**src/rtl/oai221_bist_ctrl.sv**
```systemverilog
// Exhaustive BIST sequencer for one OAI221 cell; optional MISR signature via OAI221_BIST_SIGNATURE_EN.
// Latency: 32*(SETTLE_CYC+2) cycles per run, done one cycle later; registered outputs.
// Backpressure: none; start is accepted only in IDLE, and abort returns to IDLE from any active state.
module oai221_bist_ctrl #(
    parameter int SETTLE_CYC = 2,
    parameter int FAIL_W     = 6
) (
    input  logic              CK,
    input  logic              RN,
    input  logic              start,
    input  logic              abort,
    output logic              dut_a,
    output logic              dut_b1,
    output logic              dut_b2,
    output logic              dut_c1,
    output logic              dut_c2,
    input  logic              dut_zn,
    output logic              busy,
    output logic              done,
    output logic              pass,
    output logic [FAIL_W-1:0] fail_cnt,
    output logic [4:0]        first_fail_vec,
    output logic              first_fail_valid
`ifdef OAI221_BIST_SIGNATURE_EN
    ,
    output logic [15:0]       sig
`endif
);

    typedef enum logic [2:0] {
        IDLE    = 3'd0,
        APPLY   = 3'd1,
        SETTLE  = 3'd2,
        CAPTURE = 3'd3,
        DONE    = 3'd4
    } state_t;

    localparam logic [3:0]        SETTLE_LD = 4'(SETTLE_CYC);
    localparam logic [FAIL_W-1:0] FAIL_MAX  = '1;

    state_t              state_q, state_d;
    logic [4:0]          v_q, v_d;
    logic [4:0]          vec_q, vec_d;
    logic [3:0]          cnt_q, cnt_d;
    logic                busy_q, busy_d;
    logic                done_q, done_d;
    logic                pass_q, pass_d;
    logic [FAIL_W-1:0]   fail_cnt_q, fail_cnt_d;
    logic [4:0]          ffv_q, ffv_d;
    logic                ffval_q, ffval_d;
    logic                exp_zn;
    logic                mismatch;
    logic                run_abort;
`ifdef OAI221_BIST_SIGNATURE_EN
    logic [15:0]         sig_q, sig_d;
    logic                sig_fb;
`endif

    assign exp_zn    = ~(v_q[4] & (v_q[3] | v_q[2]) & (v_q[1] | v_q[0]));
    assign mismatch  = (dut_zn != exp_zn);
    assign run_abort = abort && (state_q != IDLE);

    always_ff @(posedge CK or negedge RN) begin
        if (!RN) begin
            state_q <= IDLE;
        end else begin
            state_q <= state_d;
        end
    end

    always_comb begin
        state_d = state_q;
        case (state_q)
            IDLE:    if (start && !abort) state_d = APPLY;
            APPLY:   state_d = (SETTLE_CYC == 0) ? CAPTURE : SETTLE;
            SETTLE:  if (cnt_q <= 4'd1) state_d = CAPTURE;
            CAPTURE: state_d = (v_q == 5'd31) ? DONE : APPLY;
            DONE:    state_d = IDLE;
            default: state_d = IDLE;
        endcase
        if (run_abort) state_d = IDLE;
    end

    always_comb begin
        v_d        = v_q;
        vec_d      = vec_q;
        cnt_d      = cnt_q;
        busy_d     = busy_q;
        done_d     = 1'b0;
        pass_d     = pass_q;
        fail_cnt_d = fail_cnt_q;
        ffv_d      = ffv_q;
        ffval_d    = ffval_q;
`ifdef OAI221_BIST_SIGNATURE_EN
        sig_fb     = sig_q[15] ^ dut_zn;
        sig_d      = sig_q;
`endif
        if (run_abort) begin
            // Partial results stay visible; only the run control is torn down.
            busy_d = 1'b0;
            vec_d  = 5'd0;
            pass_d = 1'b0;
        end else begin
            case (state_q)
                IDLE: begin
                    if (start && !abort) begin
                        v_d        = 5'd0;
                        vec_d      = 5'd0;
                        busy_d     = 1'b1;
                        pass_d     = 1'b0;
                        fail_cnt_d = '0;
                        ffv_d      = 5'd0;
                        ffval_d    = 1'b0;
`ifdef OAI221_BIST_SIGNATURE_EN
                        sig_d      = 16'hFFFF;
`endif
                    end
                end
                APPLY:  cnt_d = SETTLE_LD;
                SETTLE: cnt_d = cnt_q - 4'd1;
                CAPTURE: begin
`ifdef OAI221_BIST_SIGNATURE_EN
                    sig_d = {sig_q[14:0], 1'b0} ^ ({16{sig_fb}} & 16'h1021);
`endif
                    if (mismatch) begin
                        if (fail_cnt_q != FAIL_MAX) fail_cnt_d = fail_cnt_q + 1'b1;
                        if (!ffval_q) begin
                            ffv_d   = v_q;
                            ffval_d = 1'b1;
                        end
                    end
                    if (v_q == 5'd31) begin
                        // Outputs of the DONE cycle are set up here so done, busy and pass line up.
                        busy_d = 1'b0;
                        done_d = 1'b1;
                        vec_d  = 5'd0;
                        pass_d = (fail_cnt_d == '0);
                    end else begin
                        v_d   = v_q + 5'd1;
                        vec_d = v_q + 5'd1;
                    end
                end
                default: ;
            endcase
        end
    end

    always_ff @(posedge CK or negedge RN) begin
        if (!RN) begin
            v_q        <= 5'd0;
            vec_q      <= 5'd0;
            cnt_q      <= 4'd0;
            busy_q     <= 1'b0;
            done_q     <= 1'b0;
            pass_q     <= 1'b0;
            fail_cnt_q <= '0;
            ffv_q      <= 5'd0;
            ffval_q    <= 1'b0;
`ifdef OAI221_BIST_SIGNATURE_EN
            sig_q      <= 16'h0000;
`endif
        end else begin
            v_q        <= v_d;
            vec_q      <= vec_d;
            cnt_q      <= cnt_d;
            busy_q     <= busy_d;
            done_q     <= done_d;
            pass_q     <= pass_d;
            fail_cnt_q <= fail_cnt_d;
            ffv_q      <= ffv_d;
            ffval_q    <= ffval_d;
`ifdef OAI221_BIST_SIGNATURE_EN
            sig_q      <= sig_d;
`endif
        end
    end

    assign dut_a            = vec_q[4];
    assign dut_b1           = vec_q[3];
    assign dut_b2           = vec_q[2];
    assign dut_c1           = vec_q[1];
    assign dut_c2           = vec_q[0];
    assign busy             = busy_q;
    assign done             = done_q;
    assign pass             = pass_q;
    assign fail_cnt         = fail_cnt_q;
    assign first_fail_vec   = ffv_q;
    assign first_fail_valid = ffval_q;
`ifdef OAI221_BIST_SIGNATURE_EN
    assign sig              = sig_q;
`endif

endmodule

```
**config.mk**
```make
export PLATFORM = sky130hd
export DESIGN_NAME = oai221_bist_ctrl
export DESIGN_NICKNAME = d
export VERILOG_FILES = /design/src/rtl/oai221_bist_ctrl.sv
export SDC_FILE = /design/constraint.sdc
export NUM_CORES = 1
export LEC_CHECK = 0
export ABC_AREA = 0
export BUFFER_PORTS_ARGS = -buffer_cell sky130_fd_sc_hd__buf_4
export CAP_MARGIN = 20
export CELL_PAD_IN_SITES_DETAIL_PLACEMENT = 0
export CELL_PAD_IN_SITES_GLOBAL_PLACEMENT = 1
export CORE_MARGIN = 10
export CORE_UTILIZATION = 35
export DETAILED_ROUTE_END_ITERATION = 12
export PLACE_DENSITY_LB_ADDON = 0.1
export SYNTH_ARGS = -nofsm -noshare
export SYNTH_HDL_FRONTEND = slang
export SYNTH_SLANG_ARGS = --single-unit
```
**constraint.sdc**
```tcl
create_clock -name CK -period 4.2 [get_ports CK]
set_input_delay 0.21 -clock CK [delete_from_list [all_inputs] [get_ports CK]]
set_output_delay 0.21 -clock CK [all_outputs]
set_load 0.005 [all_outputs]
```
### Yosys cells after proc, flatten, opt, wreduce, memory -nomap -nowiden

Index checks and enable logic that the tools add are counted.

| word-level totals | value |
|---|---|
| output and inout port bits | 20 |
| input port bits | 5 |
| flip-flop bits (word level) | 32 |

| cells by class | value |
|---|---|
| reduce and logical (&&, ||, !) cells | 17 |
| equal/unequal tests | 13 |
| add/sub/neg operators | 3 |
| order comparisons | 1 |
| bitwise logic cells | 6 |
| muxes and demuxes | 34 |

Operators by type and width:

| operator | number |
|---|---|
| $mux 5 | 6 |
| $mux 6 | 5 |
| $pmux 5 s2 | 3 |
| $mux 3 | 4 |
| $pmux 3 s4 | 1 |
| $pmux 6 s2 | 1 |
| $mux 1 | 10 |
| $ne 3x3->1 const B | 3 |
| $ne 2x2->1 const B | 4 |
| $pmux 4 s2 | 1 |
| $reduce_and 4->1 | 2 |
| $add 6x1->6 const B | 1 |
| $eq 3x2->1 const B | 2 |
| $logic_not 6->1 | 1 |
| $ne 6x6->1 const B | 1 |
| $pmux 1 s2 | 3 |
| $reduce_and 2->1 | 3 |
| $reduce_and 3->1 | 2 |
| $reduce_bool 3->1 | 2 |
| $add 5x1->5 const B | 1 |
| $eq 5x5->1 const B | 1 |
| $reduce_and 5->1 | 1 |
| $le 4x1->1 const B | 1 |
| $reduce_bool 2->1 | 2 |
| 9 further kinds | 13 |

### Depth between registers and ports, before layout

| logic depth | value |
|---|---|
| depth after elaboration | 12 |
| depth in mapped cells | 9 |
| gate-level depth less buffers | 7 |

### Least setup slack after synthesis

OpenSTA, ideal clock, no wires.

| timing | value |
|---|---|
| path type | reg2reg |
| start | register v_q[0] |
| end | register ffv_q[0] (netlist: first_fail_vec[0]) |
| clock period less this slack | 1971 ps |
| arrival time | 1844 ps |
| data required time | 4072 ps |
| setup slack | 2229 ps |
| stages on the path, launching flop included | 8 |
| path buffers | 0 |
| path through | dfrtp_1 -> inv_1 -> ha_1 -> nand2b_1 -> o21ai_1 -> nand3b_1 -> a21oi_2 -> mux2_1 |

| on the way | value |
|---|---|
| word-level cells in the longest chain between the ends | 6 |
| elaborated cells between the ends (all ways) | 9 |

Ends and longest elaborated chain:

| what | line | text |
|---|---|---|
| start: declaration | 42 | `logic [4:0] v_q, v_d;` |
| start signal: assignment | 163 | `v_q <= v_d;` |
| $or 1x1->1 | 59 | `assign exp_zn = ~(v_q[4] & (v_q[3] \| v_q[2]) & (v_q[1] \| v_q[0]));` |
| $and 1x1->1 | 59 |  |
| $not 1->1 | 59 |  |
| $ne 1x1->1 | 60 | `assign mismatch = (dut_zn != exp_zn);` |
| $ne 2x2->1 (no source line) | n/a |  |
| $reduce_and 5->1 (no source line) | n/a |  |
| end signal: assignment | 170 | `ffv_q <= ffv_d;` |
| end: declaration | 49 | `logic [4:0] ffv_q, ffv_d;` |

Parallel ways exist; a longest one is shown, timed or not. The select of a mux whose other input is x is not followed.
A chain may end at the register's enable or synchronous reset.

### Worst setup path in the final report

Ends and elaborated chain as after synthesis.

==> summary.md <==
| Metric | Value |
|---|---|
| Status | finished, final reports clean |
| Sequential cell area | 800.8 µm² |
| TNS Setup | 0 ns |
| Final setup fails | 0 |
| Final Hold Viols | 0 |
| Final period util | 54.35% |
| Maxcap violations | 0 |
| Crit end category | register |
| Vias in the first global route | 1,575 |
| Slew margin rel. | 51.63% |
| Startpoint types | register |
| Largest net degree at the start of global routing | 33 |
| Site Rows | 26 |
| DIE WIDTH | 91.75 µm |
| CTS H-tree depth | 2 |
| Antenna cells | 0 |
| Routed via count | 1,560 |
| CTS Buf Count | 5 |
| Multi-input gate area | 902.1 µm² |
| Crit Path Max Fanout | 7 |
| Final Max Tran Viols | 0 |
| Initial DRC count | 75 |
| CP Class | reg2reg |
| Number of port buffers | 24 |
| Fmax achieved | 438.1 MHz |
| Leakage power | 0.9775 nW |
| # IOs | 25 |
| DRC violations left | 0 |
| Layout Nets | 231 |
| Global-route wire length before repair | 7976 µm |
| Worst slew pin tran | 0.7194 ns |
| Mapped Nets | 210 |
| Post-synthesis cell count | 199 |
| Yosys reg bits | 32 |
| Core region area | 5042 µm² |
| Crit path DAT | 2.45 ns |
| Post-synth EDFFs | 0 |
| Insertion delay to the later sink of the worst-skew pair | 0.29 ns |
| Synthesized area | 1802 µm² |
| Clock buffer depth | 2 |
| Die area | 8418 µm² |
| Vias per cell | 5.361 |
| CP required | 4.37 ns |
| Worst-path clk slew | 0.07 ns |
| Initial DRT Pass Iterations | 4 |
| Layout cells sized above 1 | 16.29% |
| Peak supply drop | 171.1 µV |
| Main synth FF type | dfrtp_1 |
| Setup slack after layout | 1.918 ns |
| GRT Total Usage | 11.61% |
| Synthesis-to-finish area growth | 18.61% |
| Filler Cell Count | 510 |
| Die extent in y | 91.75 µm |
| # hold bufs at CTS | 1 |
| HPWL Detailed | 3256 µm |
| Post-CTS Setup Repair Bufs | 0 |
| Pwr per Cell Area | 397.1 nW/µm² |
| DRT antenna net count | 0 |
| Pwr Total | 848.6 µW |
| TritonCTS clock tree | done |
| Synth unique cells | 45 |
| Syn. warnings | 0 |
| Syn avg cell area | 9.054 µm² |
| Initial Util | 35.73% |
| Global placer's final weighted congestion | 0.8620 |
| Min Tclk post-route | 2.283 ns |
| WL final | 4566 µm |
| Sink Count | 32 |
| Post-CTS resize count | 0 |
| GR Overflow Total | 0 |
| Root Buffer | clkbuf_8 |
| Drt wl/cell | 15.69 µm |
| Clk_skew | 0.009688 ns |
| HP Class | in2reg |
| Setup WS pre-CTS | 1.939 ns |
| Sequential area share after synthesis | 44.44% |
| Unrepaired setup endpoints after global routing | false |
| Fraction of registers with async set/reset | 100.0% |
| Antenna violations before repair | 0 |
-- flip-flops by register name (all words and copies together), names as in the netlist --
| name | count |
|---|---|
| busy | 1 |
| cnt_q | 4 |
| done | 1 |
| fail_cnt | 6 |
| first_fail_valid | 1 |
| first_fail_vec | 5 |
| pass | 1 |
| state_q | 3 |
| v_q | 5 |
| vec_q | 5 |
-- final timing paths --
path,startpoint,end,slack [ns],cells after the start
setup reg to reg,v_q[0],first_fail_vec[0],1.92,7
hold reg to reg,vec_q[3],vec_q[3],0.48,1
min in group asynchronous,RN,state_q[2],0.40,2
max in group asynchronous,RN,state_q[1],3.50,2
hold / removal,start,busy,0.26,3
setup / recovery,v_q[0],first_fail_vec[0],1.92,7
-- cell families (layout without fill, tap and decap cells) --
logic type	count (synthesis)	in the layout	share of synthesized area, %
AOI/OAI and AO/OA	56	56	20.07
xor gates and xnor gates	3	3	1.459
adders and majority gates	6	6	4.167
buffers and inverters	23	45	5.486
DFF	32	32	44.44
muxes	6	6	3.472
and+or+nand+nor	73	73	20.90
-- layout by cell type (no fill, tap or decap), types with 4 or more instances in the layout --
master and count:
a21oi_1 12, inv_1 10, nor3_1 6, dfrtp_1 32, o21ai_0 11, nand3_1 7
a31oi_1 5, nor2_1 16, a22o_1 7, and2_1 6, clkbuf_8 5, o21ai_1 5
ha_1 6, nand2_1 17, mux2i_1 4, buf_4 25
-- report_power, final --
part,internal (mW),switching (mW),leakage (nW)
sequential,0.338,0.0459,0.438
clock,0.176,0.120,0.0552
combinational,0.0752,0.0941,0.485
total,0.589,0.260,0.977
-- critical path: stages, from the launching register on --
cell      delay [ns]
dfrtp_1         0.45
inv_1           0.09
ha_1            0.19
nand2b_1        0.14
o21ai_1         0.38
nand3b_1        0.20
a21oi_2         0.35
mux2_1          0.36
-- metal layers --
layer	vias to the layer above	wire, µm	share of wire [%]	track usage (%)
li1	754	-	-	-
met4	0	89	1.9	4.884
met3	10	253	5.5	4.319
met1	761	2133	47	14.47
met5	-	0	0	0
met2	35	2089	46	17.65
-- cell usage after synthesis (2+ instances only) --
cell,number,area [µm²]
a21o_1,3,22.52
a21oi_1,12,60.06
a22o_1,7,61.31
a31oi_1,5,31.28
a41o_1,2,20.02
and2_1,6,37.54
and3_1,3,18.77
clkbuf_1,8,30.03
dfrtp_1,32,800.8
ha_1,6,75.07
inv_1,10,37.54
mux2_1,2,22.52
mux2i_1,4,40.04
nand2_1,17,63.81
nand2b_1,3,18.77
nand3_1,7,35.03
nand4_1,2,12.51
nor2_1,16,60.06
nor3_1,6,30.03
nor4_1,2,12.51
nor4b_1,2,17.52
o21ai_0,11,55.05
o21ai_1,5,25.02
o22ai_1,2,12.51
o31ai_1,3,22.52
or3_1,3,18.77
xnor2_1,2,17.52
-- final cells by class --
type | count | area share, %
Clock buffer | 6 | 3.396
Clock inverter | 2 | 1.639
Inverter | 11 | 1.932
Multi-Input combinational cell | 144 | 42.21
Sequential cell | 32 | 37.47
Tap cell | 70 | 4.098
Timing Repair Buffer | 26 | 9.251
-- through the flow --
| stage | instances | hold slack [ns] | cell area [µm²] | utilization, % |
|---|---|---|---|---|
| after floorplan | 199 | -0.08559 | 1802 | - |
| final | 291 | 0.2618 | 2137 | 42.38 |
| after global placement | 282 | 0.1775 | 2019 | 40.05 |
| after global routing | 291 | 0.2952 | 2137 | 42.38 |
| after CTS | 291 | 0.2610 | 2137 | 42.38 |
| after detailed placement | 282 | 0.1825 | 2019 | 40.05 |
(Power assumes the default switching activity.)
